--- src/rtl/antilog_seq_pkg.sv ---
// Shared widths and FSM encodings for the log-domain units (log2 / antilog) and their benches.
package antilog_seq_pkg;

  localparam int unsigned ANTILOG_EXP_W  = 3;
  localparam int unsigned ANTILOG_FRAC_W = 5;
  localparam int unsigned ANTILOG_OUT_W  = 1 << ANTILOG_EXP_W;
  localparam int unsigned ANTILOG_ACC_W  = ANTILOG_FRAC_W + ANTILOG_OUT_W;

  typedef enum logic [1:0] {
    ST_IDLE  = 2'd0,
    ST_SHIFT = 2'd1,
    ST_DONE  = 2'd2
  } state_t;

endpackage

--- src/rtl/antilog_seq.sv ---
// Iterative Mitchell antilog: value = ((2^FRAC_W + frac) << exp) >> FRAC_W, one shift per clock.
module antilog_seq
  import antilog_seq_pkg::*;
#(
  parameter int unsigned EXP_W  = ANTILOG_EXP_W,
  parameter int unsigned FRAC_W = ANTILOG_FRAC_W,
  parameter int unsigned OUT_W  = 2 ** EXP_W  // derived; do not override
) (
  input  logic              clk,
  input  logic              reset,
  input  logic              in_valid,
  output logic              in_ready,
  input  logic [EXP_W-1:0]  in_exp,
  input  logic [FRAC_W-1:0] in_frac,
  output logic              out_valid,
  input  logic              out_ready,
  output logic [OUT_W-1:0]  out_value
);

  localparam int unsigned ACC_W = FRAC_W + OUT_W;

  state_t             state;
  state_t             state_nxt;
  logic [ACC_W-1:0]   acc;
  logic [EXP_W-1:0]   cnt;

  always_ff @(posedge clk) begin
    if (reset) begin
      state <= ST_IDLE;
      acc   <= '0;
      cnt   <= '0;
    end else begin
      state <= state_nxt;
      unique case (state)
        ST_IDLE: begin
          if (in_valid) begin
            acc <= {{(ACC_W-FRAC_W-1){1'b0}}, 1'b1, in_frac};
            cnt <= in_exp;
          end
        end
        ST_SHIFT: begin
          acc <= acc << 1;
          cnt <= cnt - 1'b1;
        end
        default: ;
      endcase
    end
  end

  always_comb begin
    state_nxt = state;
    in_ready  = 1'b0;
    out_valid = 1'b0;
    out_value = '0;
    unique case (state)
      ST_IDLE: begin
        in_ready = 1'b1;
        if (in_valid)
          state_nxt = (in_exp != '0) ? ST_SHIFT : ST_DONE;
      end
      ST_SHIFT: begin
        if (cnt == EXP_W'(1))
          state_nxt = ST_DONE;
      end
      ST_DONE: begin
        out_valid = 1'b1;
        // Integer part of the fixed-point accumulator; fraction bits are truncated.
        out_value = acc[FRAC_W +: OUT_W];
        if (out_ready)
          state_nxt = ST_IDLE;
      end
      default: state_nxt = ST_IDLE;
    endcase
  end

endmodule
--- config.mk ---
export PLATFORM = sky130hd
export DESIGN_NAME = antilog_seq
export DESIGN_NICKNAME = d
export VERILOG_FILES = /design/src/rtl/antilog_seq_pkg.sv /design/src/rtl/antilog_seq.sv
export SDC_FILE = /design/constraint.sdc
export NUM_CORES = 1
export LEC_CHECK = 0
export CAP_MARGIN = 15
export CORE_UTILIZATION = 42
export DETAILED_ROUTE_END_ITERATION = 16
export GPL_ROUTABILITY_DRIVEN = 0
export PLACE_DENSITY = 0.7
export SLEW_MARGIN = 0
export SYNTH_ARGS = -nofsm -noshare
export SYNTH_HDL_FRONTEND = slang
export SYNTH_SLANG_ARGS = --single-unit
--- constraint.sdc ---
create_clock -name clk -period 1.2 [get_ports clk]
set_input_delay 0.24 -clock clk [delete_from_list [all_inputs] [get_ports clk]]
set_output_delay 0.24 -clock clk [all_outputs]
set_load 0.02 [all_outputs]
==> results_dict.tcl, run 1 <==
set metrics [dict create \
    synth_nets 117 \
    syn2layout_area_growth_pct 64.83 \
    grt_remaining_overflow 0 \
    crit_type "flop to output port" \
    syn-instance-count 103 \
    rr_startpoint "state[1]" \
    die_y_um 47.27 \
    required_ps 960 \
    power_leakage_nw 0.6192 \
    combPwrFrac 0.277 \
    worstHoldEndpoint "cnt[1]" \
    worst_hold_path_type "input pin to flop" \
    worst_slew_pin_slew_ps 332.9 \
    cts.clk_slew.worst_paths_ps 100 \
    fill_cells 160 \
    cts_buffers 3 \
    core_area_um2 1942 \
    diodes 0 \
    placed_area_um2 1226 \
    rows 16 \
    final.setup.tns_ps -1995 \
    end_kind "output port" \
    powerDensity_nw_per_um2 1012 \
    yosysTopAreaCell "dfxtp_1" \
    period_minus_slack_ps 1399 \
    dieArea_um2 2234 \
    design_area_um2 1419 \
    switchingPower_mw 0.4010 \
    ios 22 \
    r2r-end "state[1]" \
    synth_area_leaders "dfxtp_1 42%, a22oi_1 6.1%, and2_1 5.8%" \
    wirelength_um 2079 \
    clock_path_buffers 2 \
    ir_drop_uv 832.0 \
    clock_power_share 0.258 \
    wl_per_cell_um 12.09 \
    synthTopCellsByCount "18 x dfxtp_1, 9 x a21oi_1, 9 x nor2_1, 8 x and2_1, 8 x inv_1" \
    fp.dieW_um 47.27 \
    detail-route-antenna-nets 0 \
    rr_worst_depth 3 \
    cts-root-buf "clkbuf_4" \
    synth.distinct_cells 32 \
    track_usage 0.2173 \
    dp_hpwl_um 1437 \
    clock_skew_ps 1.405 \
    clock_sinks 18 \
    p_int_mw 1.035 \
    crit_path_frequent_cell "buf_6" \
    fin_nets 160 \
    worstPathArrival_ps 1160 \
    cts_tree "yes" \
    netlist.area_leader.share 0.4186 \
    vias_per_cell 5.169 \
    cpPeakStageDelay_ps 340 \
    yosys_warnings 0 \
    crit_fanout 5 \
    setup_ws_ps -198.5 \
    hold_viol 0 \
    rsz0062_at_grt "yes" \
    hp-start "in_exp[1]" \
    seqPwrFrac 0.464 \
    dr.pass1.iters 4 \
    synth-seq-area-share 0.4186 \
    ys.flop_type "dfxtp_1" \
    seq_area_um2 364.1 \
    max_freq_mhz 715.0 \
    setup_viol 17 \
    async_reset_ff_frac 0 \
    violations "negative setup slack" \
    vias 889 \
    drt_iter0_drc 13 \
    netlist_area_um2 860.8 \
    timing.final.crit_share 1.165 \
    drc 0 \
    p_sw_frac 0.2792 \
    start_kind "flop" \
    path_cells "nor2b_4 > buf_6 > and2_4 > buf_6" \
    drive_above_1_share 0.4414 \
    regToRegSetupSlack_ps -70 \
    initial_core_util 0.4433 \
    crit_path_top_delay_cell "dfxtp_2" \
    power_mw 1.436 \
    portBuffers 21 \
    maxCapViolCount 0 \
    grt_pass1_wl_um 3429 \
    yosys_register_bits 18 \
    antenna_found_initial 0 \
    synth_edf_count 0 \
    synth.most_common_cell "dfxtp_1" \
    multi_input_area_um2 541.8 \
    syn_avg_cell_area_um2 8.358 \
    grt_pass1_vias 842 \
    h-tree-depth 1 \
    hold_depth 3 \
    max_slew_margin 0.7780 \
    drv_slew 0 \
    grt_max_degree 15 \
    clk_latency_ps 290 \
    outcome "finished with violations" \
]
==> per-stage QoR <==
| stage | instances | setup slack (ps) | utilization | hold slack [ps] |
|---|---|---|---|---|
| after floorplan | 103 | -83.71 | - | 373.7 |
| after global placement | 164 | -518.6 | 0.6314 | 479.6 |
| after detailed placement | 164 | -623.9 | 0.6314 | 482.1 |
| after CTS | 171 | -217.1 | 0.7126 | 385.7 |
| after global routing | 172 | -250.5 | 0.7307 | 405.8 |
| final | 172 | -198.5 | 0.7307 | 398.7 |
==> area by class of cell <==
| type | instances | share of cell area |
|---|---|---|
| multi-input combinational | 70 | 0.3818 |
| timing repair buffer | 45 | 0.2910 |
| sequential | 18 | 0.2566 |
| tap | 27 | 0.02381 |
| inverter | 8 | 0.02116 |
| clock buffer | 4 | 0.02557 |
==> cell families (layout without fill, tap and decap cells) <==
| logic type | Yosys count | count (layout) | synth area share |
|---|---|---|---|
| AND/OR/NAND/NOR | 31 | 31 | 0.1861 |
| flip-flops | 18 | 18 | 0.4186 |
| buffers and inverters | 15 | 57 | 0.06832 |
| adder cells (fa/ha/maj) | 2 | 2 | 0.02907 |
| multiplexers | 1 | 1 | 0.01163 |
| AO/OA/AOI/OAI | 36 | 36 | 0.2863 |
==> routing by layer <==
metal	vias up	GRT usage	routed length (µm)
li1	449	-	-
met1	424	0.2535	857
met2	12	0.3890	1152
met3	4	0.03846	45
met4	0	0.08571	23
met5	-	0	0
==> cells in the final DEF, fill, tap and decap left out, types with 5 or more instances in the layout <==
cell type / Yosys / layout
a21oi_1: 9 / 8
and2_4: 0 / 8
buf_4: 0 / 20
buf_6: 0 / 12
clkdlybuf4s50_1: 0 / 7
dfxtp_1: 18 / 15
inv_1: 8 / 8
nand2_1: 7 / 7
nor2_1: 9 / 8
o21ai_0: 5 / 5
==> worst max-delay path, delay by kind of cell (launching register included) <==
| family | cells | cell delay [ps] |
|---|---|---|
| buffers and inverters | 2 | 230 |
| flip-flops | 1 | 340 |
| AND/OR/NAND/NOR | 2 | 300 |
==> how the worst max path moves through the flow <==
| stage | to | cells past startpoint | from |
|---|---|---|---|
| 4_1_cts | out_value[2] | 4 | state[1] |
| 2_1_floorplan | state[1] | 3 | in_exp[1] |
| 6_report | out_value[7] | 4 | state[1] |
| 3_3_place_gp | state[1] | 4 | in_exp[1] |
| 3_5_place_dp | state[1] | 4 | in_exp[1] |
| 5_1_grt | out_value[0] | 4 | state[1] |
==> registers in the layout, indices dropped and copies added (netlist names) <==
name	flops
state	2
acc	13
cnt	3
==> timing repair <==
action	4_1_cts	5_1_grt
resized for setup	95	6
pin swaps	11	1
gates cloned	2	0
buffers inserted	1	1
endpoints found under the setup margin	20	24
hold buffers	0	0
==> power groups by stage <==
stage | registers [mW] | clock network (mW) | logic (mW)
final | 0.667 | 0.371 | 0.398
after global routing | 0.672 | 0.402 | 0.437
after CTS | 0.667 | 0.379 | 0.382
after detailed placement | 0.675 | 0 | 0.334
after global placement | 0.673 | 0 | 0.326
after floorplan | 0.675 | 0 | 0.185
(Power assumes the default switching activity.)
==> inputs of run 2 (changes only) <==
CAP_MARGIN = 20   (was 15)
TNS_END_PERCENT = 50   (was unset)
==> results_dict.tcl, run 2 (same netlist as run 1, synthesis figures left out) <==
set metrics [dict create \
    outcome "finished with violations" \
    violations "negative setup slack" \
    cts.clk_slew.worst_paths_ps 120 \
    rsz0062_at_grt "yes" \
    drive_above_1_share 0.4218 \
    vias_per_cell 5.195 \
    crit_buf_inv 1 \
    hp-start "in_exp[1]" \
    path_depth 3 \
    largest_reg_flops 13 \
    syn2layout_area_growth_pct 67.59 \
    hold_viol 0 \
    grt_max_degree 15 \
    diodes 0 \
    dieArea_um2 2234 \
    regToRegSetupSlack_ps -40 \
    powerDensity_nw_per_um2 1030 \
    cts_tree "yes" \
    cpPeakStageDelay_ps 380 \
    setup_viol 15 \
    design_area_um2 1443 \
    finalNonFillerCells 174 \
    die_y_um 47.27 \
    rr_worst_depth 4 \
    antenna_found_initial 0 \
    wirelength_um 2270 \
    final_core_util 0.7429 \
    initial_core_util 0.4433 \
    fin_nets 162 \
    clock_path_buffers 2 \
    hold_depth 3 \
    drt_iter0_drc 18 \
    max_slew_margin 0.7592 \
    drc 0 \
    multi_input_area_um2 541.8 \
    rows 16 \
    r2r-end "cnt[1]" \
    end_kind "output port" \
    placed_area_um2 1226 \
    vias 904 \
    start_kind "flop" \
    dr.pass1.iters 4 \
    crit_type "flop to output port" \
    grt_pass1_wl_um 3318 \
    clock_skew_ps 9.968 \
    worst_hold_path_type "input pin to flop" \
    wl_per_cell_um 13.05 \
    dp_hpwl_um 1362 \
    required_ps 960 \
    grt_remaining_overflow 0 \
    period_minus_slack_ps 1400 \
    cts_buffers 3 \
    rr_startpoint "state[0]" \
    fill_cells 156 \
    detail-route-antenna-nets 0 \
    worstHoldEndpoint "cnt[1]" \
    layout_commonest_cell "buf_4" \
    track_usage 0.2109 \
    clk_latency_ps 300 \
    top_register "acc" \
    portBuffers 21 \
    cts-root-buf "clkbuf_4" \
    max_freq_mhz 714.4 \
    drv_slew 0 \
    worst_slew_pin_slew_ps 361.3 \
    seq_area_um2 367.9 \
    clock_sinks 18 \
    ios 22 \
    crit_fanout 5 \
    h-tree-depth 1 \
    worstPathArrival_ps 1160 \
    hold_ws_ps 366.5 \
    critical_path.top_delay_family "flip-flops" \
    final_cell_mix "20 x buf_4, 16 x dfxtp_1, 14 x buf_6" \
    power_leakage_nw 0.6289 \
    ir_drop_uv 782.1 \
    path_cells "nor2b_4 > and2_4 > buf_6" \
    timing.final.crit_share 1.167 \
    maxCapViolCount 0 \
    fp.dieW_um 47.27 \
    reg.largest.list "acc (13), cnt (3), state (2)" \
    crit_path_top_delay_cell "dfxtp_4" \
    grt_pass1_vias 780 \
    dp_cells 164 \
    core_area_um2 1942 \
    setup_ws_ps -199.8 \
]
## run 2: cell types whose count changed in the layout (fill, tap and decap cells not counted), sizes merged
cell	before	now
buf	34	35
clkdlybuf4s15	2	0
dlygate4sd2	2	4
nor2b	2	3
## run 2: power by group
group | total [mW] | switching, mW | internal, mW
sequential | 0.670 | 0.0289 | 0.641
combinational | 0.424 | 0.197 | 0.227
clock | 0.392 | 0.207 | 0.185
total | 1.49 | 0.434 | 1.05
## run 2: timing repair
item / 4_1_cts / 5_1_grt
buffers inserted: 2 / 3
gates cloned: 1 / 1
endpoints found under the setup margin: 22 / 24
hold endpoints to repair: 0 / 0
hold buffers: 0 / 0
gates resized for setup: 75 / 24
pin swaps: 7 / 7
## run 2: cell type report
| type | instances | share of cell area |
|---|---|---|
| repair buffers | 46 | 0.3001 |
| flip-flops and latches | 18 | 0.2550 |
| clock buffers | 4 | 0.02515 |
| multi-input cells | 71 | 0.3755 |
| inverters | 8 | 0.02082 |
| well taps | 27 | 0.02342 |
## run 2: routing by layer
metal  part of all wire  global-route usage  up-vias
met5                  0                   0        -
met4             0.0075             0.08571        0
met3              0.024             0.02308        4
met2               0.53              0.3671       16
met1               0.44              0.2622      431
li1                   -                   -      453
## run 2: how the worst max path moves through the flow
stage | from | to | slack (ps)
2_1_floorplan | in_exp[1] | state[1] | -100
3_3_place_gp | in_exp[1] | state[1] | -530
3_5_place_dp | in_exp[1] | state[1] | -560
4_1_cts | state[1] | out_value[1] | -180
5_1_grt | state[1] | out_value[2] | -260
6_report | state[1] | out_value[6] | -200
## run 2: metrics by stage
stage                     setup WS, ps  setup TNS, ps  total power, mW
after floorplan                 -100.5         -107.8           0.8591
after global placement          -533.7          -8559           0.9996
after detailed placement        -559.0          -8993            1.010
after CTS                       -183.4          -1908            1.413
after global routing            -263.9          -2853            1.556
final                           -199.8          -1825            1.486
## run 2: worst reg2reg max path, stage by stage, from the launching register on
cell and delay (ps):
dfxtp_4 390, buf_12 140, o21ba_2 250, o21a_1 120
a221oi_1 240
